### config.mk
export PLATFORM = sky130hd
export DESIGN_NAME = dtree_feeder
export DESIGN_NICKNAME = d
export VERILOG_FILES = /design/src/rtl/dtree_pkg.sv /design/src/rtl/dtree_feeder_fifo.sv /design/src/rtl/dtree_feeder.sv
export SDC_FILE = /design/constraint.sdc
export NUM_CORES = 1
export LEC_CHECK = 0
export ABC_AREA = 1
export CORE_MARGIN = 8
export CORE_UTILIZATION = 58
export DETAILED_ROUTE_END_ITERATION = 7
export PLACE_DENSITY = 0.79
export SKIP_LAST_GASP = 1
export SLEW_MARGIN = 0
export SYNTH_ARGS = -nofsm -noshare
export SYNTH_HDL_FRONTEND = slang
export SYNTH_HIERARCHICAL = 1
export SYNTH_SLANG_ARGS = --single-unit
export TNS_END_PERCENT = 50
### constraint.sdc
create_clock -name clk -period 2.2 [get_ports clk]
set_input_delay 0.66 -clock clk [delete_from_list [all_inputs] [get_ports clk]]
set_output_delay 0.66 -clock clk [all_outputs]
set_load 0.1 [all_outputs]
### src/rtl/dtree_pkg.sv
// ============================================================================
// dtree_pkg : shared defaults and sequencer states for the classifier feeder
// rev 1.0
// ============================================================================
`default_nettype none

package dtree_pkg;

   localparam int FEATURES_DEF = 3;
   localparam int IN_WIDTH_DEF = 10;
   localparam int DEPTH_DEF    = 8;

   typedef enum logic [1:0] {
      IDLE = 2'd0,
      SEND = 2'd1,
      GAP  = 2'd2
   } state_t;

endpackage

`default_nettype wire

### src/rtl/dtree_feeder_fifo.sv
// ============================================================================
// dtree_feeder_fifo : synchronous FIFO with full/empty/occupancy and look-ahead
// rev 1.0
// ============================================================================
`default_nettype none

module dtree_feeder_fifo #(
   parameter int WIDTH = 10,
   parameter int DEPTH = 8
) (
   input  logic                   clk,
   input  logic                   reset,
   input  logic                   push_i,
   input  logic [WIDTH-1:0]       wdata_i,
   input  logic                   pop_i,
   output logic [WIDTH-1:0]       rdata_o,
   output logic [WIDTH-1:0]       rdata_next_o,
   output logic                   full_o,
   output logic                   empty_o,
   output logic [$clog2(DEPTH):0] count_o
);

   localparam int AW = $clog2(DEPTH);
   localparam int CW = AW + 1;

   logic [WIDTH-1:0] mem_q [DEPTH];
   logic [AW-1:0]    wr_ptr_q;
   logic [AW-1:0]    rd_ptr_q;
   logic [CW-1:0]    count_q;
   logic [AW-1:0]    w_rd_ptr_inc;
   logic             w_push;
   logic             w_pop;

   assign full_o       = (count_q == CW'(DEPTH));
   assign empty_o      = (count_q == '0);
   assign w_push       = push_i && !full_o;
   assign w_pop        = pop_i && !empty_o;
   assign w_rd_ptr_inc = rd_ptr_q + AW'(1);
   assign rdata_o      = mem_q[rd_ptr_q];
   // Second entry lets the consumer reload its output register on a pop edge.
   assign rdata_next_o = mem_q[w_rd_ptr_inc];
   assign count_o      = count_q;

   always_ff @(posedge clk) begin
      if (w_push) begin
         mem_q[wr_ptr_q] <= wdata_i;
      end
   end

   always_ff @(posedge clk) begin
      if (reset) begin
         wr_ptr_q <= '0;
         rd_ptr_q <= '0;
         count_q  <= '0;
      end else begin
         if (w_push) begin
            wr_ptr_q <= wr_ptr_q + AW'(1);
         end
         if (w_pop) begin
            rd_ptr_q <= w_rd_ptr_inc;
         end
         case ({w_push, w_pop})
            2'b10:   count_q <= count_q + CW'(1);
            2'b01:   count_q <= count_q - CW'(1);
            default: count_q <= count_q;
         endcase
      end
   end

endmodule

`default_nettype wire

### src/rtl/dtree_feeder.sv
// ============================================================================
// dtree_feeder : buffers ADC samples and streams whole frames to a classifier.
// rev 1.0 -- overflow/frame_count live only with DTREE_FEEDER_STATS_EN defined
// ============================================================================
`default_nettype none

module dtree_feeder
   import dtree_pkg::*;
#(
   parameter int FEATURES = FEATURES_DEF,
   parameter int IN_WIDTH = IN_WIDTH_DEF,
   parameter int DEPTH    = DEPTH_DEF
) (
   input  logic                clk,
   input  logic                reset,
   input  logic                adc_valid,
   input  logic [IN_WIDTH-1:0] adc_sample,
   output logic                adc_ready,
   input  logic                dt_ready,
   output logic                dt_valid,
   output logic [IN_WIDTH-1:0] dt_sample,
   output logic                overflow,
   output logic [15:0]         frame_count
);

   localparam int CW = $clog2(DEPTH) + 1;
   localparam int BW = (FEATURES > 1) ? $clog2(FEATURES) : 1;

   state_t              state_q;
   logic [BW-1:0]       beat_q;
   logic                frame_ready_q;
   logic                dt_valid_q;
   logic [IN_WIDTH-1:0] dt_sample_q;

   logic                w_full;
   logic                w_empty;
   logic [CW-1:0]       w_count;
   logic [IN_WIDTH-1:0] w_head;
   logic [IN_WIDTH-1:0] w_head_next;
   logic                w_push;
   logic                w_pop;
   logic                w_last_beat;

   assign adc_ready   = !w_full;
   assign w_push      = adc_valid && !w_full;
   assign w_pop       = (state_q == SEND) && dt_ready;
   assign w_last_beat = (beat_q == BW'(FEATURES - 1));

   dtree_feeder_fifo #(
      .WIDTH (IN_WIDTH),
      .DEPTH (DEPTH)
   ) u_fifo (
      .clk          (clk),
      .reset        (reset),
      .push_i       (w_push),
      .wdata_i      (adc_sample),
      .pop_i        (w_pop),
      .rdata_o      (w_head),
      .rdata_next_o (w_head_next),
      .full_o       (w_full),
      .empty_o      (w_empty),
      .count_o      (w_count)
   );

   // A frame only starts once all of it is queued, so SEND never underruns.
   always_ff @(posedge clk) begin
      if (reset) begin
         state_q       <= IDLE;
         beat_q        <= '0;
         frame_ready_q <= 1'b0;
         dt_valid_q    <= 1'b0;
         dt_sample_q   <= '0;
      end else begin
         frame_ready_q <= (w_count >= CW'(FEATURES)) && !w_empty;
         case (state_q)
            IDLE: begin
               if (frame_ready_q && dt_ready) begin
                  state_q     <= SEND;
                  beat_q      <= '0;
                  dt_valid_q  <= 1'b1;
                  dt_sample_q <= w_head;
               end
            end
            SEND: begin
               if (dt_ready) begin
                  if (w_last_beat) begin
                     state_q    <= GAP;
                     beat_q     <= '0;
                     dt_valid_q <= 1'b0;
                  end else begin
                     beat_q      <= beat_q + BW'(1);
                     dt_sample_q <= w_head_next;
                  end
               end
            end
            GAP: begin
               state_q <= IDLE;
            end
            default: begin
               state_q    <= IDLE;
               dt_valid_q <= 1'b0;
            end
         endcase
      end
   end

   assign dt_valid  = dt_valid_q;
   assign dt_sample = dt_sample_q;

`ifdef DTREE_FEEDER_STATS_EN
   logic        overflow_q;
   logic [15:0] frame_count_q;
   logic [15:0] frame_count_d;

   assign frame_count_d = frame_count_q + 16'd1;

   always_ff @(posedge clk) begin
      if (reset) begin
         overflow_q    <= 1'b0;
         frame_count_q <= '0;
      end else begin
         if (adc_valid && w_full) begin
            overflow_q <= 1'b1;
         end
         if ((state_q == SEND) && dt_ready && w_last_beat) begin
            frame_count_q <= frame_count_d;
         end
      end
   end

   assign overflow    = overflow_q;
   assign frame_count = frame_count_q;
`else
   assign overflow    = 1'b0;
   assign frame_count = 16'd0;
`endif

endmodule

`default_nettype wire

### Yosys cells after proc, flatten, opt, wreduce, memory -nomap -nowiden

Memories as Yosys holds them, arrays and structs flattened. A register that Yosys moved wholly into a read port is not among the register bits.
Cells that the tools add are included.

* bits in registers: 26
* bits in writable memories: 80
* input bits: 14
* output and inout port bits: 29
* word-level logic and storage cells: 63
* memories kept: 1

* add/sub/neg operators: 5
* order comparisons: 1
* equal/unequal tests: 10
* multiplexer cells: 21
* bitwise logic cells: 1
* reduce and logical (&&, ||, !) cells: 16

Memories
* u_fifo.mem_q: words 8, width 10, read ports 2, clocked after memory_dff 1, write ports 1, RTL line dtree_feeder_fifo.sv:26 `logic [WIDTH-1:0] mem_q [DEPTH];`

Operators by type and width (number)
* $mux 10: 3
* $pmux 10 s2: 1
* $mux 2: 6
* $ne 2x2->1 const B: 4
* $pmux 2 s2: 2
* $pmux 4 s2: 1
* $reduce_and 4->1: 2
* $add 3x1->3 const B: 2
* $eq 2x2->1 const B: 3
* $logic_and 1x1->1: 6
* $mux 3: 2
* $reduce_and 3->1: 2
* $mux 1: 5
* $add 4x1->4 const B: 1
* $eq 2x1->1 const B: 2
* $eq 4x4->1 const B: 1
* $ge 4x2->1 const B: 1
* $logic_not 4->1: 1
* $reduce_bool 2->1: 2
* $sub 4x1->4 const B: 1
* $pmux 1 s3: 1
* $add 2x1->2 const B: 1
* $logic_not 1->1: 2
* $logic_not 2->1: 1
* $not 1->1: 1

### Logic depth before layout (Yosys ltp)

Gate-level depths: netlist (run 1).

* depth in word-level cells: 6
* gate-level depth with buffers: 17

### Cells and area by module

Netlist (run 1), hierarchy kept.

Modules (own cells, without submodules)
* dtree_feeder_fifo: instances 1, cells an instance 475, area an instance 4511.8 sq um, seq. area each 2662.6 sq um
* dtree_feeder: instances 1, cells an instance 158, area an instance 992.2 sq um, seq. area each 320.3 sq um

### Least setup slack after synthesis (run 1)

OpenSTA, ideal clock, no wires.

* path kind: input to register
* from: input port dt_ready
* to: register u_fifo.count_q[2], in the netlist u_fifo/count_o[2]
* library setup time: 0.115 ns
* arrival time: 1.906 ns
* required time: 2.085 ns
* slack: 0.179 ns
* stages on the path: 13
* buffers on the path: 0
* path through: inv_2 -> nor2_1 -> nand2_1 -> inv_1 -> ha_1 -> nand2_1 -> inv_1 -> nor2_1 -> ha_1 -> a21oi_1 -> xnor2_1 -> o21ai_0 -> inv_1

* cells in the longest elaborated chain, start to end: 4
* elaborated cells between the ends (all ways): 6

Ends and longest elaborated chain
* start: declaration: RTL line dtree_feeder.sv:19 `input logic dt_ready,`
* $logic_and 1x1->1 *: RTL line dtree_feeder.sv:46 `assign w_pop = (state_q == SEND) && dt_ready;`
* named net w_pop: RTL line dtree_feeder.sv:41 `logic w_pop;`
* $logic_and 1x1->1 *: RTL line dtree_feeder_fifo.sv:37 `assign w_pop = pop_i && !empty_o;`
* named net u_fifo.w_pop: RTL line dtree_feeder_fifo.sv:32 `logic w_pop;`
* $eq 2x1->1 / $eq 2x2->1 (equally long branches): RTL line dtree_feeder_fifo.sv:62 `case ({w_push, w_pop})`
* $pmux 4 s2 / $reduce_bool 2->1 (equally long branches)
* end signal: assignment: RTL line dtree_feeder_fifo.sv:63 `2'b10: count_q <= count_q + CW'(1);`
* end signal: assignment: RTL line dtree_feeder_fifo.sv:64 `2'b01: count_q <= count_q - CW'(1);`
* end signal: assignment: RTL line dtree_feeder_fifo.sv:65 `default: count_q <= count_q;`
* end: declaration: RTL line dtree_feeder_fifo.sv:29 `logic [CW-1:0] count_q;`

Mark *: on every way through the listed nets, which the timed path passes. The rest lies on a longest branch.
A chain may end at the register's enable or synchronous reset.

### Worst setup path in the final report (run 1)

* from: input port adc_valid
* to: register u_fifo.count_q[2], in the netlist u_fifo/count_o[2]

* cells in the longest elaborated chain, start to end: 4
* elaborated cells between the ends (all ways): 6

Ends and longest elaborated chain
* start: declaration: RTL line dtree_feeder.sv:16 `input logic adc_valid,`
* $logic_and 1x1->1 *: RTL line dtree_feeder.sv:45 `assign w_push = adc_valid && !w_full;`
* named net w_push: RTL line dtree_feeder.sv:40 `logic w_push;`
* $logic_and 1x1->1 *: RTL line dtree_feeder_fifo.sv:36 `assign w_push = push_i && !full_o;`
* $eq 2x1->1 / $eq 2x2->1 (equally long branches): RTL line dtree_feeder_fifo.sv:62
* $pmux 4 s2 / $reduce_bool 2->1 (equally long branches)

Marked as above.

==> results of run 1 <==
==> synth_stat cells, drive strengths merged, types with 2 or more instances <==
| library cell | number | area (µm²) |
|---|---|---|
| a211oi | 2 | 15.0 |
| a21oi | 62 | 337 |
| buf | 39 | 294 |
| clkbuf | 11 | 41.3 |
| dfxtp | 29 | 581 |
| edfxtp | 80 | 2400 |
| ha | 5 | 62.6 |
| inv | 57 | 214 |
| nand2 | 110 | 415 |
| nand3 | 9 | 50.1 |
| nor2 | 91 | 357 |
| nor3 | 2 | 10.0 |
| o21a | 11 | 82.6 |
| o21ai | 116 | 581 |
| xnor2 | 2 | 17.5 |
| xor2 | 2 | 17.5 |
==> what timing repair did <==
item	4_1_cts	5_1_grt
gates resized for setup	3	4
hold buffers	0	0
setup endpoints to repair	1	18
==> sequential cells by signal, summed over array words and instances, names as in the netlist, named ones only <==
signal	flops
beat_q	2
state_q	2
u_fifo/count_o	4
u_fifo/mem_q	80
u_fifo/wr_ptr_q	3
dt_sample	10
u_fifo/rd_ptr_q	3
dt_valid	1
frame_ready_q	1
==> cells by family after synthesis <==
| family | count (synthesis) | share of synthesized area [%] |
|---|---|---|
| simple gates | 215 | 15.5 |
| fa+ha+maj | 5 | 1.14 |
| other cells | 1 | 0.0681 |
| xor+xnor | 4 | 0.637 |
| flops | 109 | 54.2 |
| compound gates | 191 | 18.4 |
| buf+inv | 108 | 10.0 |
==> final cells by class <==
cell class / instances / share of cell area, %
clock buffers: 11 / 2.30
clock inverters: 5 / 0.734
inverters: 58 / 3.55
multi-input cells: 432 / 33.3
flip-flops and latches: 109 / 48.6
well taps: 129 / 2.63
repair buffers: 62 / 8.91
==> power by group through the flow <==
stage / registers (W) / logic [W] / clock network (W)
global placement: 0.00248 / 0.00123 / 0
global route: 0.00246 / 0.00139 / 0.00127
finish: 0.00244 / 0.00128 / 0.00115
floorplan: 0.00270 / 0.000723 / 0
detailed placement: 0.00248 / 0.00126 / 0
CTS: 0.00244 / 0.00127 / 0.00118
==> per-layer routing <==
metal  up-vias  part of all wire [%]
li1       2155                     -
met1      2051                    39
met2       223                    48
met3        33                   9.9
met4         0                   2.8
met5         -                     0
==> worst max-delay path, delay by kind of cell <==
kind / cells / cell delay, ns
buffers and inverters: 4 / 0.59
and+or+nand+nor: 4 / 0.40
adders and majority gates: 2 / 0.40
AOI/OAI and AO/OA: 2 / 0.16
xor gates and xnor gates: 1 / 0.12
==> stage by stage <==
step | TNS [ns] | power [W] | worst slack (ns) | cell area [µm²] | hold WS [ns]
final | 0 | 0.00487 | 0.126 | 6140 | 0.467
after global routing | 0 | 0.00512 | 0.0448 | 6140 | 0.494
after CTS | 0 | 0.00488 | 0.0819 | 6130 | 0.471
after detailed placement | -10.91 | 0.00375 | -0.453 | 5940 | 0.454
after global placement | -9.22 | 0.00371 | -0.367 | 5940 | 0.452
after floorplan | 0 | 0.00342 | 0.179 | 5560 | 0.437
==> path summary, 6_finish.rpt <==
| check | startpoint | end | cells after the start |
|---|---|---|---|
| worst min register to register | dt_valid | dt_valid | 2 |
| worst max-delay path | adc_valid | u_fifo/count_o[2] | 13 |
| worst min-delay path | dt_valid | dt_valid | 2 |
| worst max register to register | u_fifo/count_o[2] | u_fifo/count_o[2] | 14 |
==> metrics.csv, run 1 <==
stage,metric,value,unit
timing,setup_viol,0,
floorplan,dieArea,0.0129,mm²
routing,via_per_inst,5.54,
global_route,use_met3,3.75,%
final_layout,final_util,66.4,%
synthesis,yosysWarningCount,6,
floorplan,die-width,113,µm
synthesis,synthDistinctLibCells,30,
pwr,power_density,794,mW/mm²
global_route,grt_pass1_wl,20300,µm
global_route,busiest_layer,met2,
cts,cts_buffers,9,
timing,finalHoldViolCount,0,
critical_path,crit_slowest_cell,clkdlybuf4s50_1,
placement,dpl.cell_count,790,
floorplan,rows,35,
final_layout,area_delta_synth_final,11.5,%
pwr,swShare,34.6,%
timing,max_slew_margin,65.1,%
synthesis,synth_area,0.00550,mm²
timing,rsz0062_at_grt,false,
pwr,power_leakage,2.46,nW
synthesis,synthFlopType,edfxtp_1,
final_layout,n_antenna_cell,0,
synthesis,synthCells,633,
routing,wirelength,12800,µm
final_layout,final_cells,806,
worst_hold_path,hp-class,flip-flop to flip-flop,
placement,port_buffers,25,
run,maxCapViolCount,0,
cts,cts_setup_buffers,0,
final_layout,finalNetCount,691,
pwr,p_seq_share,50.1,%
global_route,grt_usage,20.0,%
cts,clk_latency,0.37,ns
critical_path,crit_top_cell,inv_1,
floorplan,coreArea,0.00924,mm²
routing,drc,0,
final_layout,layout_commonest_cell,nand2_1,
final_layout,multi_input_area,0.00204,mm²
placement,gp_congestion,0.880,
pwr,internal-power,0.00319,W
timing,worst_pin_slew,0.523,ns
global_route,grt_max_degree,42,
status,status,completed,
critical_path,crit_fanout,4,
synthesis,synth.avg_cell_area,8.70,µm²
final_layout,layout-drive-gt1-share,12.6,%
synthesis,synth_edf_count,80,
cts,htree_levels,3,
cts,clkTransAtPathRegs,0.10,ns
synthesis,yosysSeqAreaShare,54.2,%
cts,clock_path_buffers,2,
synthesis,async_flop_share,0,%
global_route,grt_use_met2,33.0,%
pwr,p_switching,0.00169,W
global_route,grt.met1_usage,24.5,%
floorplan,io-pin-count,43,
critical_path,critPathRequiredTime,2.47,ns
placement,dp_hpwl,8500,µm
pwr,peakVddDrop,0.000452,V
cts,cts-root-buf,clkbuf_8,
pwr,pwr-share-comb,26.3,%
cts,cts_tree,yes,
global_route,antenna_found_initial,0,
timing,clock_skew,0.0119,ns
critical_path,path_cells,clkdlybuf4s50_1 > inv_1 > nor2_2 > nand2_2 > ha_2 > nand2_1 > inv_1 > nor2_1 > ha_1 > a21oi_2 > xnor2_1 > o21ai_1 > inv_1,
final_layout,layout_common_cells,"nand2_1, nor2_1, edfxtp_1",
cts,cts.sinks,109,
critical_path,critPathKind,primary input to flip-flop,
routing,drtAntennaViolNets,0,
final_layout,seq_area,0.00298,mm²
floorplan,die_h,113,µm
timing,post-route-period-util,94.3,%
critical_path,cp.arrival,2.34,ns
final_layout,fill_cells,714,
routing,dr.pass1.iters,5,
global_route,grt-ovfl-total,0,
timing,fin_crit,2.07,ns
critical_path,crit_path_end_kind,flip-flop,
critical_path,rrSetupSlack,0.22,ns
routing,post_drt_wl_per_cell,15.9,µm
critical_path,crit_path_start_kind,primary input,
timing,maxSlewViolCount,0,
global_route,grt_pass1_vias,4202,
timing,clock.fmax,0.482,GHz
routing,vias,4462,
critical_path,worst_path_largest_cell_delay,0.46,ns
routing,drtIter0Drc,478,
synthesis,ys_seq_elements,109,
pwr,clkPwrFrac,23.6,%
floorplan,initial_core_util,59.6,%
(Power assumes the default switching activity.)
==> run 2: changes to the inputs <==
Settings changed: CORE_UTILIZATION 58 to 30, PLACE_DENSITY 0.79 to 0.47.
==> metrics.csv, run 2 (synthesized netlist as in run 1, its figures left out) <==
stage,metric,value,unit,change
status,status,completed,,
run,maxCapViolCount,0,,unchanged
placement,dpl_cell_area,0.00612,mm²,+3.1%
critical_path,worst_path_largest_cell_delay,0.50,ns,+0.04 ns
final_layout,post-route-cell-area,0.00642,mm²,+4.5%
routing,dr.pass1.iters,5,,unchanged
cts,cts-root-buf,clkbuf_16,,
pwr,power_density,828,mW/mm²,+4.3%
routing,vias,4361,,-2.3%
critical_path,path_cells,clkdlybuf4s50_1 > inv_2 > nor2_1 > nand2_1 > inv_1 > ha_4 > nand2_1 > inv_1 > nor2_1 > ha_1 > a21oi_2 > xnor2_1 > o21ai_0 > inv_1,,
pwr,peakVddDrop,0.000457,V,+1.1%
placement,dp_hpwl,9590,µm,+13%
timing,hold-worst-slack,0.473,ns,+0.00618 ns
placement,dpl.cell_count,891,,+13%
cts,clk_latency,0.36,ns,about the same
critical_path,crit_path_end_kind,flip-flop,,
floorplan,coreArea,0.0180,mm²,+94%
critical_path,crit_slowest_cell,clkdlybuf4s50_1,,
final_layout,largest_reg_flops,80,,unchanged
routing,via_per_inst,4.81,,-13%
worst_hold_path,hp-class,flip-flop to flip-flop,,
floorplan,rows,49,,+40%
cts,clock_path_buffers,2,,unchanged
cts,htree_levels,3,,unchanged
timing,layout_setup_ws,0.0705,ns,-0.0557 ns
floorplan,dieArea,0.0229,mm²,+78%
cts,cts_setup_buffers,0,,unchanged
final_layout,seq_area,0.00298,mm²,about the same
placement,pre_cts_slack,-0.343,ns,+0.111 ns
critical_path,r2r_start,u_fifo/count_o[2],,
critical_path,critPathKind,primary input to flip-flop,,
cts,clkTransAtPathRegs,0.07,ns,-0.03 ns
final_layout,final_cells,907,,+13%
timing,clock.fmax,0.470,GHz,-2.6%
floorplan,die_h,151,µm,+34%
final_layout,regMostFlops,u_fifo/mem_q,,
worst_hold_path,min_from,dt_valid,,
final_layout,layout_commonest_cell,nand2_1,,
final_layout,fill_cells,1821,,+160%
floorplan,initial_core_util,30.6,%,-29 points
critical_path,cp.arrival,2.38,ns,+0.04 ns
cts,cts_buffers,9,,unchanged
critical_path,crit_path_start_kind,primary input,,
placement,gp_congestion,0.787,,-11%
floorplan,die-width,151,µm,+34%
global_route,grt_max_degree,41,,-2.4%
timing,rsz0062_at_grt,true,,
global_route,grt_usage,12.9,%,-7.1 points
timing,fin_crit,2.13,ns,+0.0557 ns
global_route,grt-ovfl-total,0,,unchanged
timing,maxSlewViolCount,0,,unchanged
critical_path,crit_fanout,4,,unchanged
routing,drc,0,,unchanged
cts,cts.sinks,109,,unchanged
final_layout,layout_common_cells,"nand2_1, nor2_1, edfxtp_1",,
global_route,antenna_found_initial,0,,unchanged
routing,wirelength,14400,µm,+12%
timing,setup_viol,0,,unchanged
critical_path,critPathRequiredTime,2.45,ns,-0.02 ns
final_layout,multi_input_area,0.00205,mm²,+0.37%
global_route,grt_pass1_wl,22500,µm,+11%
placement,port_buffers,25,,unchanged
critical_path,crit_start,dt_ready,,
routing,drtAntennaViolNets,0,,unchanged
timing,post-route-period-util,96.8,%,+2.5 points
routing,drtIter0Drc,392,,-18%
floorplan,io-pin-count,43,,unchanged
final_layout,layout-drive-gt1-share,12.4,%,-0.17 points
global_route,grt_pass1_vias,4226,,+0.57%
cts,cts_tree,yes,,
final_layout,finalNetCount,692,,+0.14%
timing,fin_setup_tns,0,ns,unchanged
critical_path,crit_top_cell,inv_1,,
timing,clock_skew,0.0117,ns,-0.000190 ns
final_layout,n_antenna_cell,0,,unchanged
routing,post_drt_wl_per_cell,15.8,µm,-0.44%
pwr,power_leakage,2.52,nW,+2.4%
timing,finalHoldViolCount,0,,unchanged
final_layout,area_delta_synth_final,16.6,%,
==> run 2: cell count changes in the layout (fill, tap and decap cells not counted), sizes merged <==
cell,before,now
clkdlybuf4s50,12,13
dlygate4sd2,1,0
buf,49,50
clkbuf,11,10
clkinv,3,4
==> run 2: path summary, 6_finish.rpt <==
path / endpoint / cells past startpoint / slack, ns
worst min register to register: dt_valid / 2 / 0.47
worst max register to register: u_fifo/count_o[2] / 14 / 0.24
worst max-delay path: u_fifo/count_o[2] / 14 / 0.07
worst min-delay path: dt_valid / 2 / 0.47
==> run 2: critical path, delay by kind of cell <==
family	cells	cell delay (ns)
XOR/XNOR	1	0.07
AO/OA/AOI/OAI	2	0.24
adder cells (fa/ha/maj)	2	0.34
buffers and inverters	5	0.77
AND/OR/NAND/NOR	4	0.28
==> run 2: area by class of cell <==
type	instances	area share, %
Timing Repair Buffer	63	9.44
Multi-Input combinational cell	432	31.9
Clock inverter	6	0.702
Tap cell	229	4.47
Clock buffer	10	3.57
Sequential cell	109	46.5
Inverter	58	3.39
==> run 2: power breakdown <==
part | switching [W] | internal (W) | total [W]
Clock | 0.000783 | 0.000779 | 0.00156
Combinational | 0.000933 | 0.000380 | 0.00131
Sequential | 0.0000760 | 0.00236 | 0.00244
==> run 2: metrics by stage <==
step	power, W	utilization [%]
floorplan	0.00342	-
global placement	0.00378	34.1
detailed placement	0.00379	34.1
CTS	0.00535	35.6
global route	0.00558	35.7
finish	0.00531	35.7
==> run 2: routing by layer <==
| layer | track usage (%) | routed length, µm | vias up |
|---|---|---|---|
| met5 | 0 | 0 | - |
| met4 | 4.65 | 227 | 0 |
| met3 | 2.26 | 919 | 17 |
| met2 | 21.5 | 6760 | 137 |
| met1 | 16.4 | 6460 | 2046 |
| li1 | - | - | 2161 |
==> run 2: timing repair <==
item | 4_1_cts | 5_1_grt
setup endpoints to repair | 0 | 21
hold buffers | 0 | 0
resized for setup | 0 | 5
hold endpoints to repair | 0 | 0
